[src/rtl/lut_load_ctrl.sv]
// Serial load sequencer for the shift-register LUT: takes table words over valid/ready
// and shifts them MSB-first on sd/sclk/scs_n. Optional checksum output: LUT_LOAD_CHECKSUM_EN.
module lut_load_ctrl #(
    parameter int unsigned IN_WIDTH  = 4,
    parameter int unsigned OUT_WIDTH = 3,
    parameter int unsigned CLK_DIV   = 2
) (
    input  logic                 clk,
    input  logic                 rst,
    input  logic                 start,
    input  logic                 abort,
    input  logic [OUT_WIDTH-1:0] wr_data,
    input  logic                 wr_valid,
    output logic                 wr_ready,
    output logic                 sclk,
    output logic                 sd,
    output logic                 scs_n,
    output logic                 busy,
    output logic                 done,
    output logic                 table_valid
`ifdef LUT_LOAD_CHECKSUM_EN
    ,
    output logic [OUT_WIDTH-1:0] checksum
`endif
);

    localparam int unsigned ENTRIES = 1 << IN_WIDTH;
    localparam int unsigned BCW     = (OUT_WIDTH > 1) ? $clog2(OUT_WIDTH) : 1;
    localparam int unsigned DCW     = (CLK_DIV > 1) ? $clog2(CLK_DIV) : 1;

    typedef enum logic [1:0] {
        S_IDLE  = 2'd0,
        S_FETCH = 2'd1,
        S_SHIFT = 2'd2,
        S_DONE  = 2'd3
    } state_t;

    state_t                state_q, state_d;
    logic [IN_WIDTH-1:0]   entry_cnt_q, entry_cnt_d;
    logic [BCW-1:0]        bit_cnt_q, bit_cnt_d;
    logic [DCW-1:0]        div_cnt_q, div_cnt_d;
    logic [OUT_WIDTH-1:0]  word_q, word_d;
    logic [OUT_WIDTH-1:0]  word_shift;
    logic                  sclk_q, sclk_d;
    logic                  sd_q, sd_d;
    logic                  scs_n_q, scs_n_d;
    logic                  busy_q, busy_d;
    logic                  done_q, done_d;
    logic                  tv_q, tv_d;
`ifdef LUT_LOAD_CHECKSUM_EN
    logic [OUT_WIDTH-1:0]  cks_q, cks_d;
`endif

    // State and output registers
    always_ff @(posedge clk) begin
        if (rst) begin
            state_q     <= S_IDLE;
            entry_cnt_q <= '0;
            bit_cnt_q   <= '0;
            div_cnt_q   <= '0;
            word_q      <= '0;
            sclk_q      <= 1'b0;
            sd_q        <= 1'b0;
            scs_n_q     <= 1'b1;
            busy_q      <= 1'b0;
            done_q      <= 1'b0;
            tv_q        <= 1'b0;
`ifdef LUT_LOAD_CHECKSUM_EN
            cks_q       <= '0;
`endif
        end else begin
            state_q     <= state_d;
            entry_cnt_q <= entry_cnt_d;
            bit_cnt_q   <= bit_cnt_d;
            div_cnt_q   <= div_cnt_d;
            word_q      <= word_d;
            sclk_q      <= sclk_d;
            sd_q        <= sd_d;
            scs_n_q     <= scs_n_d;
            busy_q      <= busy_d;
            done_q      <= done_d;
            tv_q        <= tv_d;
`ifdef LUT_LOAD_CHECKSUM_EN
            cks_q       <= cks_d;
`endif
        end
    end

    assign word_shift = word_q << 1;

    // Next-state and registered-output logic
    always_comb begin
        state_d     = state_q;
        entry_cnt_d = entry_cnt_q;
        bit_cnt_d   = bit_cnt_q;
        div_cnt_d   = div_cnt_q;
        word_d      = word_q;
        sclk_d      = sclk_q;
        sd_d        = sd_q;
        scs_n_d     = scs_n_q;
        busy_d      = busy_q;
        done_d      = 1'b0;
        tv_d        = tv_q;
`ifdef LUT_LOAD_CHECKSUM_EN
        cks_d       = cks_q;
`endif

        if (abort && (state_q != S_IDLE)) begin
            state_d = S_IDLE;
            scs_n_d = 1'b1;
            sclk_d  = 1'b0;
            sd_d    = 1'b0;
            busy_d  = 1'b0;
            tv_d    = 1'b0;
`ifdef LUT_LOAD_CHECKSUM_EN
            cks_d   = '0;
`endif
        end else begin
            case (state_q)
                S_IDLE: begin
                    if (start) begin
                        state_d     = S_FETCH;
                        tv_d        = 1'b0;
                        busy_d      = 1'b1;
                        entry_cnt_d = IN_WIDTH'(ENTRIES - 1);
`ifdef LUT_LOAD_CHECKSUM_EN
                        cks_d       = '0;
`endif
                    end else if (abort) begin
                        tv_d = 1'b0;
                    end
                end
                S_FETCH: begin
                    sclk_d = 1'b0;
                    if (wr_valid) begin
                        word_d    = wr_data;
                        bit_cnt_d = BCW'(OUT_WIDTH - 1);
                        div_cnt_d = '0;
                        scs_n_d   = 1'b0;
                        sd_d      = wr_data[OUT_WIDTH-1];
                        state_d   = S_SHIFT;
`ifdef LUT_LOAD_CHECKSUM_EN
                        cks_d     = cks_q ^ wr_data;
`endif
                    end
                end
                S_SHIFT: begin
                    // Each sclk phase lasts CLK_DIV cycles; data moves only as sclk falls.
                    if (div_cnt_q == DCW'(CLK_DIV - 1)) begin
                        div_cnt_d = '0;
                        if (!sclk_q) begin
                            sclk_d = 1'b1;
                        end else begin
                            sclk_d = 1'b0;
                            if (bit_cnt_q != '0) begin
                                bit_cnt_d = bit_cnt_q - BCW'(1);
                                word_d    = word_shift;
                                sd_d      = word_shift[OUT_WIDTH-1];
                            end else if (entry_cnt_q != '0) begin
                                entry_cnt_d = entry_cnt_q - IN_WIDTH'(1);
                                state_d     = S_FETCH;
                            end else begin
                                state_d = S_DONE;
                                done_d  = 1'b1;
                                scs_n_d = 1'b1;
                                sd_d    = 1'b0;
                                busy_d  = 1'b0;
                                tv_d    = 1'b1;
                            end
                        end
                    end else begin
                        div_cnt_d = div_cnt_q + DCW'(1);
                    end
                end
                S_DONE: begin
                    state_d = S_IDLE;
                end
                default: begin
                    state_d = S_IDLE;
                end
            endcase
        end
    end

    assign wr_ready    = (state_q == S_FETCH);
    assign sclk        = sclk_q;
    assign sd          = sd_q;
    assign scs_n       = scs_n_q;
    assign busy        = busy_q;
    assign done        = done_q;
    assign table_valid = tv_q;
`ifdef LUT_LOAD_CHECKSUM_EN
    assign checksum    = cks_q;
`endif

endmodule

[config.mk]
export PLATFORM = sky130hd
export DESIGN_NAME = lut_load_ctrl
export DESIGN_NICKNAME = d
export VERILOG_FILES = /design/src/rtl/lut_load_ctrl.sv
export SDC_FILE = /design/constraint.sdc
export NUM_CORES = 1
export LEC_CHECK = 0
export ABC_AREA = 1
export ABC_CLOCK_PERIOD_IN_PS = 1800
export BUFFER_PORTS_ARGS = -buffer_cell sky130_fd_sc_hd__buf_2
export CORE_ASPECT_RATIO = 0.7
export CORE_MARGIN = 2
export CORE_UTILIZATION = 56
export DETAILED_ROUTE_END_ITERATION = 7
export PLACE_DENSITY = 0.78
export SETUP_SLACK_MARGIN = 0.1
export SYNTH_ARGS = -nofsm -noshare
export SYNTH_HDL_FRONTEND = slang
export SYNTH_SLANG_ARGS = --single-unit
[constraint.sdc]
create_clock -name clk -period 1.8 [get_ports clk]
set_input_delay 0.09 -clock clk [delete_from_list [all_inputs] [get_ports clk]]
set_output_delay 0.09 -clock clk [all_outputs]
set_load 0.03 [all_outputs]
# Yosys cells after proc, flatten, opt, wreduce, memory -nomap -nowiden
# Cells that the tools add are included.
[word_totals] output_inout_bits=7 inputBits=8 ff_bits=17 wordCells=97
[op_classes] eq_ne=13 reduce_logical=18 addsub=3 n_bitwise=4 muxes=48
[op_table] operator="2-bit two-way mux" n=13
[op_table] operator="6-bit AND reduction" n=4
[op_table] operator="1-bit two-way mux" n=20
[op_table] operator="4-bit two-way mux" n=5
[op_table] operator="2-bit != test, second input constant" n=8
[op_table] operator="1-bit one-hot mux with 2 select lines" n=6
[op_table] operator="5-bit AND reduction" n=2
[op_table] operator="2-bit one-hot mux with 2 select lines" n=2
[op_table] operator="2-bit one-hot mux with 4 select lines" n=1
[op_table] operator="4-bit one-hot mux with 2 select lines" n=1
[op_table] operator="2-bit nonzero test" n=4
[op_table] operator="7-bit AND reduction" n=1
[op_table] operator="3-bit != test, second input constant" n=2
[op_table] operator="6-bit OR reduction" n=1
[op_table] operator="2-bit == test, second input constant" n=2
[op_table] operator="1-bit inverter" n=4
[op_table] operator="4-bit nonzero test" n=1
[op_table] operator="4-bit by 1-bit subtractor with 4-bit output, second input constant" n=1
[op_table] operator="3-bit AND reduction" n=1
[op_table] operator="2-bit by 1-bit == test with 1-bit output, second input constant" n=1
[op_table] operator="2-bit zero test" n=1
[op_table] operator="2-bit AND reduction" n=1
[op_table] operator="2-bit OR reduction" n=1
[op_table] operator="2-bit by 1-bit subtractor with 2-bit output, second input constant" n=1
[op_table] operator="2 further kinds" n=2

# Depth between registers and ports, before layout
# Gate-level depths: netlist of run 1.
[depth] word_depth=6 depth_mapped=10 mapped_depth_nobuf=10

# Worst setup path after synthesis of run 1
# No wires, ideal clock.
[synth_path] kind="register to register" start="reg state_q[1]" end="reg state_q[0]" period_less_slack_ps=1623 arrival_time_ps=1505 path_buffers=0 stages_incl_launch_ff=10 setup_slack_ps=177 t_required_ps=1682 setup_time_ps=118 cell_sequence="dfxtp_1 > inv_1 > ha_1 > inv_1 > nor2_1 > nor2_2 > nand2_2 > inv_2 > o21ai_0 > nor2_1"
[synth_via] elab_chain_len=3 word_cells_on_any_way=14 classes_between="eq/ne (8); mux (1); reduce/logical (5)"
[synth_lines] item="start, declared" line="38" rtl="state_t state_q, state_d;"
[synth_lines] item="start signal, assigned" line="72" rtl="state_q <= state_d;"
[synth_lines] item="2-bit by 1-bit == test with 1-bit output *"
[synth_lines] item="via wr_ready" line="14" rtl="output logic wr_ready,"
[synth_lines] item="2-bit != test (no source line)"
[synth_lines] item="5-bit AND reduction (no source line)"
# The timed path passes the listed nets; every way through them passes the cells marked *.
# A chain may end at the register's enable or synchronous reset.

# Worst setup path in the final report of run 1
[layout_path] start="reg state_q[0]" end="reg entry_cnt_q[1]"
[layout_via] elab_chain_len=4 word_cells_on_any_way=13 classes_between="eq/ne (6); mux (1); bitwise (1); reduce/logical (5)"
[layout_lines] item="branches (longest 4 deep; another with 7-bit AND reduction)"
[layout_lines] item="end signal, assigned" line="73" rtl="entry_cnt_q <= entry_cnt_d;"
[layout_lines] item="end, declared" line="39" rtl="logic [IN_WIDTH-1:0] entry_cnt_q, entry_cnt_d;"
# Several ways; the timed one is not identified.

==> impl_results.rst, run 1 <==
.. list-table::
   :header-rows: 1

   * - Metric
     - Value
   * - Synthesized flop and latch total
     - 17
   * - First-pass GRT wire length
     - 4.28 mm
   * - Die Span X
     - 58.0 µm
   * - Leading cell type in the layout, fill and taps excluded
     - nand2_1
   * - Via count of the first global-routing pass
     - 1008
   * - Gate count of the mapped netlist
     - 170
   * - Die area
     - 0.00242 mm²
   * - Remaining max-slew budget at the tightest pin
     - 79.5%
   * - TNS Setup
     - 0 ns
   * - Post-Synthesis Net Count
     - 186
   * - Worst-case clock skew
     - 0.00459 ns
   * - Total count of hold-check failures in the final report
     - 0
   * - Standard cell area after detailed placement
     - 0.00123 mm²
   * - Synthesized area
     - 0.00114 mm²
   * - CP cell instances
     - inv_2 > ha_4 > nand2_2 > nand2_2 > nor2_2 > nand3_2 > o21ai_1 > nor2_1
   * - Antenna violations before repair
     - 0
   * - Tightest Pin Transition
     - 0.307 ns
   * - Crit path launch type
     - flop
   * - Share of the clock period used by the worst path
     - 86.3%
   * - GP Congestion
     - 0.864
   * - Cell Rows
     - 13
   * - Clock slew seen by the registers of the worst setup and hold paths
     - 0.10 ns
   * - Per-cell via count in the routed design
     - 5.52
   * - Buffering stage count on the worst path with inverters included
     - 1
   * - Number of diodes
     - 0
   * - Global routing usage summed across all routing layers
     - 23.1%
   * - Largest stage delay, worst path
     - 0.40 ns
   * - Worst hold path class
     - input port to flop
   * - Number of placed I/O pins
     - 15
   * - Shortest period the worst path allows
     - 1.55 ns
   * - Most repeated library cell on the critical path
     - nand2_2
   * - Highest ir drop seen on vdd
     - 1350 µV
   * - Design area
     - 0.00129 mm²
   * - Deepest clock path buffer count
     - 2
   * - Vertical extent of the die
     - 41.8 µm
   * - CTS sink cnt
     - 17
   * - Commonest non-fill, non-tap cells in the layout
     - 39 x nand2_1, 24 x inv_1, 17 x nor2_1, 17 x nand3_1, 16 x dfxtp_1
   * - Unrepaired setup endpoints after global routing
     - no
   * - DRT iter0 DRCs
     - 57
   * - CTS H-tree depth
     - 1
   * - Area delta synth->final
     - 12.8%
   * - Area inside the core boundary
     - 0.00189 mm²
   * - Clock latency on the worst-skew pair
     - 0.29 ns
   * - Required time of the worst setup path
     - 1.99 ns
   * - Share of the core filled with cells in the final layout
     - 68.2%
   * - Routed wire length
     - 2.59 mm
   * - Final slew viol count
     - 0
   * - Count of vias placed by the detailed router
     - 1153
   * - Type of the worst setup path
     - flop to flop
   * - Post-synth cell types
     - 27
   * - DRC violations left
     - 0
   * - Leakage power of the design
     - 0.606 nW
   * - Type of element capturing the critical path
     - flop
   * - Post-synthesis sequential area ratio
     - 29.8%
   * - Max-cap viol count
     - 0
   * - Top_reg_cell synth
     - dfxtp_1
   * - Placed wire-length estimate
     - 2.01 mm
   * - Largest net degree at the start of global routing
     - 16
   * - Overflow after GRT
     - 0
   * - Number of warnings issued by yosys
     - 0
   * - Power density normalized to cell area
     - 1870 mW/mm²
   * - CTS tree
     - built
   * - Root buffer selected by CTS
     - clkbuf_4
   * - Achievable frequency
     - 644 MHz
   * - Number of failing setup endpoints in the final timing report
     - 0
   * - Synth Area per Inst
     - 6.71 µm²
   * - Dominant delay contributor by cell family on the critical path
     - simple AND/OR/NAND/NOR gates
   * - Max Fanout on Critical Path
     - 15
   * - Filler Cell Count
     - 177
   * - Num CTS Buffers
     - 3
   * - Run status
     - complete, no violations
   * - WL/cell
     - 12.4 µm
   * - Fraction of layout instances using a drive strength above 1
     - 23.5%
   * - Number of synthesized flops with an enable pin
     - 0
   * - Post-synthesis async set-or-reset flop share
     - 0%
   * - Critical path arrival
     - 1.75 ns
   * - Slowest library cell on the worst path
     - dfxtp_1
   * - Nets@finish
     - 204
   * - Antenna viol nets, final
     - 0
   * - Router iterations before antenna repair
     - 4
   * - Count of buffers from port buffering
     - 14
   * - Initial core utilization
     - 60.5%
==> power breakdown <==
part | total (W) | internal (W) | switching, W | leakage, nW
registers | 0.000656 | 0.000536 | 0.000121 | 0.140
logic | 0.00154 | 0.000547 | 0.000997 | 0.450
clock network | 0.000207 | 0.0000862 | 0.000121 | 0.0150
total | 0.00241 | 0.00117 | 0.00124 | 0.606
==> Yosys cell counts (2+ instances only) <==
library cell | count | area (µm²)
a21oi_1 | 10 | 50.1
a21oi_2 | 2 | 17.5
dfxtp_1 | 17 | 340
ha_1 | 8 | 100
inv_1 | 26 | 97.6
inv_2 | 2 | 7.51
nand2_1 | 39 | 146
nand2_2 | 6 | 37.5
nand3_1 | 17 | 85.1
nand3_2 | 2 | 20.0
nor2_1 | 18 | 67.6
nor2_2 | 3 | 18.8
nor3_1 | 3 | 15.0
o21ai_0 | 4 | 20.0
==> sequential cells by signal, summed over array words and instances (netlist names) <==
name,cells
bit_cnt_q,2
busy,1
done,1
entry_cnt_q,4
div_cnt_q,1
sclk,1
sd,1
state_q,2
table_valid,1
word_q,2
scs_n,1
==> layer usage <==
layer	share of wire, %	up-vias	track usage (%)
li1	-	574	-
met1	48	522	30.8
met2	43	47	34.1
met3	7.0	10	7.79
met4	2.0	0	9.30
met5	0	-	0
==> cell families (layout without fill, tap and decap cells) <==
logic type                 after synthesis  after routing  synth area share (%)
adders and majority gates                8              8                  8.77
AOI/OAI and AO/OA                       24             24                  13.5
buffers and inverters                   30             47                  10.9
muxes                                    1              1                 0.877
DFF                                     17             17                  29.8
and+or+nand+nor                         90             90                  36.2
==> path summary, 6_finish.rpt <==
path	endpoint	cells past startpoint	slack, ns	from
max	entry_cnt_q[1]$_SDFFE_PP0P_	8	0.25	state_q[0]$_SDFFE_PP0P_
min reg2reg	bit_cnt_q[1]$_SDFFE_PP0P_	2	0.49	bit_cnt_q[1]$_SDFFE_PP0P_
min	bit_cnt_q[1]$_SDFFE_PP0P_	2	0.03	rst
max reg2reg	entry_cnt_q[1]$_SDFFE_PP0P_	8	0.25	state_q[0]$_SDFFE_PP0P_
==> metrics by stage <==
stage,hold slack [ns],cells,power (W),setup WS [ns]
after floorplan,0.152,170,0.00184,0.177
after global placement,0.348,205,0.00209,0.0484
after detailed placement,0.344,205,0.00213,-0.0471
after CTS,0.0175,209,0.00235,0.125
after global routing,0.0127,209,0.00264,0.101
final,0.0344,209,0.00241,0.246
==> layout make-up <==
| type | instances | area (µm²) | share of cell area (%) |
|---|---|---|---|
| Timing Repair Buffer | 15 | 77.6 | 6.03 |
| Tap cell | 22 | 27.5 | 2.14 |
| Clock buffer | 4 | 26.3 | 2.04 |
| Sequential cell | 17 | 342 | 26.5 |
| Multi-Input combinational cell | 123 | 709 | 55.1 |
| Inverter | 28 | 105 | 8.16 |
==> repair_timing <==
| action | in CTS | in global routing |
|---|---|---|
| pin swaps | 0 | 1 |
| cloned | 0 | 0 |
| buffers inserted | 0 | 0 |
| hold buffers | 0 | 0 |
| resized for setup | 2 | 8 |
| setup endpoints to repair | 14 | 14 |
Power figures use the tool's default switching activity.
==> run 2, diff against run 1 <==
--- a/config.mk
+++ b/config.mk
@@ -6,13 +6,13 @@
 export NUM_CORES = 1
 export LEC_CHECK = 0
 export ABC_AREA = 1
-export ABC_CLOCK_PERIOD_IN_PS = 1800
+export ABC_CLOCK_PERIOD_IN_PS = 1860
 export BUFFER_PORTS_ARGS = -buffer_cell sky130_fd_sc_hd__buf_2
 export CORE_ASPECT_RATIO = 0.7
 export CORE_MARGIN = 2
-export CORE_UTILIZATION = 56
+export CORE_UTILIZATION = 60
 export DETAILED_ROUTE_END_ITERATION = 7
-export PLACE_DENSITY = 0.78
+export PLACE_DENSITY = 0.82
 export SETUP_SLACK_MARGIN = 0.1
 export SYNTH_ARGS = -nofsm -noshare
 export SYNTH_HDL_FRONTEND = slang
==> constraint.sdc (replaced) <==
create_clock -name clk -period 1.86 [get_ports clk]
set_input_delay 0.093 -clock clk [delete_from_list [all_inputs] [get_ports clk]]
set_output_delay 0.093 -clock clk [all_outputs]
set_load 0.03 [all_outputs]
==> run 2 against run 1 <==
Against the previous run:
- clock skew shrank 0.0029 ns
- via count fell by 1.9%
- design area is 0.97% lower
- cell count unchanged
- sequential cell count did not move
- combinational power decreased by 5%
- critical path depth did not move
- first-iteration DRC count is 14% lower
- die area shrank 6.1%
- sequential power down 4.4%
- count of clock-buffer cells in the layout unchanged
- critical path type unchanged
- highest routed layer unchanged
==> impl_results.rst, run 2 (synthesis gave the netlist of run 1 again) <==
.. list-table::
   :header-rows: 1

   * - Metric
     - Value
   * - Final slew viol count
     - 0 (unchanged)
   * - Area inside the core boundary
     - 0.00182 mm² (-3.4%)
   * - Leading cell type in the layout, fill and taps excluded
     - nand2_1
   * - CTS tree
     - built
   * - Net Sw Frac
     - 51.3% (-0.15 points)
   * - Final critical-path setup slack
     - 0.212 ns (-0.0342 ns)
   * - Sequential cell area
     - 342 µm² (unchanged)
   * - CTS sink cnt
     - 17 (unchanged)
   * - Fraction of layout instances using a drive strength above 1
     - 21.9% (-1.6 points)
   * - Cell Rows
     - 13 (unchanged)
   * - Num CTS Buffers
     - 3 (unchanged)
   * - Share of total power in sequential cells
     - 27.3% (about the same)
   * - CTS H-tree depth
     - 1 (unchanged)
   * - Die area
     - 0.00227 mm² (-6.1%)
   * - Max Fanout on Critical Path
     - 8 (-7)
   * - Die Span X
     - 56.1 µm (-3.2%)
   * - Crit path launch type
     - flop
   * - Startpoint of the worst hold path
     - rst
   * - Initial core utilization
     - 62.6% (+2.2 points)
   * - Type of the worst setup path
     - flop to flop
   * - Worst hold path class
     - input port to flop
   * - Leakage power of the design
     - 0.607 nW (+0.18%)
   * - Highest ir drop seen on vdd
     - 1130 µV (-17%)
   * - Nets@finish
     - 204 (unchanged)
   * - Router iterations before antenna repair
     - 4 (unchanged)
   * - Per-cell via count in the routed design
     - 5.41 (-1.9%)
   * - Clock slew seen by the registers of the worst setup and hold paths
     - 0.10 ns (about the same)
   * - Largest net degree at the start of global routing
     - 16 (unchanged)
   * - Register-to-register setup slack
     - 0.21 ns (-0.03 ns)
   * - DRT iter0 DRCs
     - 49 (-14%)
   * - Startpoint of the worst-slack reg-to-reg timing path
     - state_q[0]$_SDFFE_PP0P_
   * - Register with the most flip-flops
     - entry_cnt_q
   * - Remaining max-slew budget at the tightest pin
     - 79.6% (+0.080 points)
   * - TNS Setup
     - 0 ns (unchanged)
   * - Shortest period the worst path allows
     - 1.65 ns (+0.0942 ns)
   * - Placed wire-length estimate
     - 1.87 mm (-6.8%)
   * - Internal power
     - 0.00112 W (-4.1%)
   * - Area of combinational cells with multiple inputs
     - 697 µm² (-1.8%)
   * - Worst slack at placement
     - 0.0725 ns (+0.120 ns)
   * - Gate power share
     - 64.0% (about the same)
   * - Antenna violations before repair
     - 0 (unchanged)
   * - Worst min-delay path endpoint
     - bit_cnt_q[1]$_SDFFE_PP0P_
   * - Count of buffers from port buffering
     - 14 (unchanged)
   * - R2R cell count
     - 8 (unchanged)
   * - Power density normalized to cell area
     - 1800 mW/mm² (-3.5%)
   * - Switching power
     - 0.00118 W (-4.7%)
   * - Share of the clock period used by the worst path
     - 88.6% (+2.3 points)
   * - Run status
     - complete, no violations
   * - Number of diodes
     - 0 (unchanged)
   * - Root buffer selected by CTS
     - clkbuf_4
   * - Number of stages on the worst hold path
     - 2 (unchanged)
   * - Filler Cell Count
     - 162 (-8.5%)
   * - Routed wire length
     - 2.45 mm (-5.2%)
   * - Antenna viol nets, final
     - 0 (unchanged)
   * - Reg-to-reg endpoint
     - word_q[0]$_SDFFE_PP0P_
   * - Total count of hold-check failures in the final report
     - 0 (unchanged)
   * - Worst-case clock skew
     - 0.00172 ns (-0.00287 ns)
   * - Number of failing setup endpoints in the final timing report
     - 0 (unchanged)
   * - WL/cell
     - 11.7 µm (-5.2%)
   * - Unrepaired setup endpoints after global routing
     - yes
   * - Global routing usage summed across all routing layers
     - 23.4% (+0.27 points)
   * - Tightest Pin Transition
     - 0.306 ns (-0.00120 ns)
   * - Commonest non-fill, non-tap cells in the layout
     - 39 x nand2_1, 26 x inv_1, 17 x nor2_1, 17 x nand3_1, 16 x dfxtp_1
   * - Count of hold buffers inserted by post-cts repair
     - 0 (unchanged)
   * - Clock power share
     - 8.8% (+0.2 points)
   * - Via count of the first global-routing pass
     - 873 (-13%)
   * - Achievable frequency
     - 607 MHz (-5.7%)
   * - Clock latency on the worst-skew pair
     - 0.29 ns (about the same)
   * - Count of vias placed by the detailed router
     - 1131 (-1.9%)
   * - Critical path arrival
     - 1.84 ns (+0.09 ns)
   * - GP Congestion
     - 0.936 (+8.3%)
   * - Max-cap viol count
     - 0 (unchanged)
   * - Area delta synth->final
     - 11.7%
   * - Overflow after GRT
     - 0 (unchanged)
   * - Overall power of the completed layout
     - 0.00230 W (-4.4%)
   * - Deepest clock path buffer count
     - 2 (unchanged)
   * - Number of buffers added for setup after CTS
     - 0 (unchanged)
   * - First-pass GRT wire length
     - 3.93 mm (-8.1%)
   * - Vertical extent of the die
     - 40.5 µm (-3.1%)
   * - DRC violations left
     - 0 (unchanged)
   * - Max FFs per register
     - 4 (unchanged)
   * - Required time of the worst setup path
     - 2.06 ns (+0.07 ns)
   * - Type of element capturing the critical path
     - flop
   * - Number of placed I/O pins
     - 15 (unchanged)
[run 2: cell counts in the layout (fill, tap and decap cells not counted)]
Identical to the previous run, type by type.
[run 2: worst max-delay path by stage]
stage                            startpoint  slack [ns]                           to
finish              state_q[0]$_SDFFE_PP0P_        0.21       word_q[0]$_SDFFE_PP0P_
global route        state_q[0]$_SDFFE_PP0P_        0.06  entry_cnt_q[0]$_SDFFE_PP0P_
CTS                 state_q[0]$_SDFFE_PP0P_        0.18       word_q[0]$_SDFFE_PP0P_
detailed placement  state_q[0]$_SDFFE_PP0P_        0.07      state_q[1]$_SDFFE_PP0P_
global placement    state_q[0]$_SDFFE_PP0P_        0.13  entry_cnt_q[1]$_SDFFE_PP0P_
floorplan           state_q[1]$_SDFFE_PP0P_        0.24      state_q[0]$_SDFFE_PP0P_
[run 2: worst max-delay path: stages, from the launching register on]
cell and delay (ns):
dfxtp_1 0.38, inv_1 0.13, ha_2 0.27, inv_1 0.13, nor2_1 0.09, nor3_4 0.31
nand3_1 0.12, nand2_1 0.08, nor2_1 0.04
[run 2: timing repair]
action / CTS / global route
gates resized for setup: 1 / 5
pin swaps: 0 / 0
setup endpoints to repair: 3 / 10
gates cloned: 0 / 0
[run 2: metrics by stage]
stage	cell area (µm²)	hold WS [ns]	util, %	instances
after global routing	1270	0.0132	70.0	209
after global placement	1230	0.345	67.4	205
after detailed placement	1230	0.346	67.4	205
after floorplan	1140	0.155	-	170
after CTS	1260	0.0172	69.0	209
final	1270	0.0359	70.0	209
[run 2: power by group through the flow]
stage,registers (W),logic (W),clock network (W)
5_1_grt,0.000646,0.00168,0.000222
4_1_cts,0.000621,0.00143,0.000211
6_report,0.000627,0.00147,0.000202
3_3_place_gp,0.000626,0.00139,0
2_1_floorplan,0.000697,0.00109,0
3_5_place_dp,0.000630,0.00142,0
[run 2: layout make-up]
class	instances	share of cell area, %
clock buffers	4	2.06
inverters	28	8.24
multi-input cells	123	54.7
flip-flops and latches	17	26.8
well taps	22	2.16
repair buffers	15	6.08
[run 2: layer usage]
metal	GRT usage, %	vias up	part of all wire [%]
met4	7.14	0	0.94
li1	-	578	-
met2	36.8	49	44
met1	32.0	499	46
met3	6.13	5	9.3
met5	0	-	0
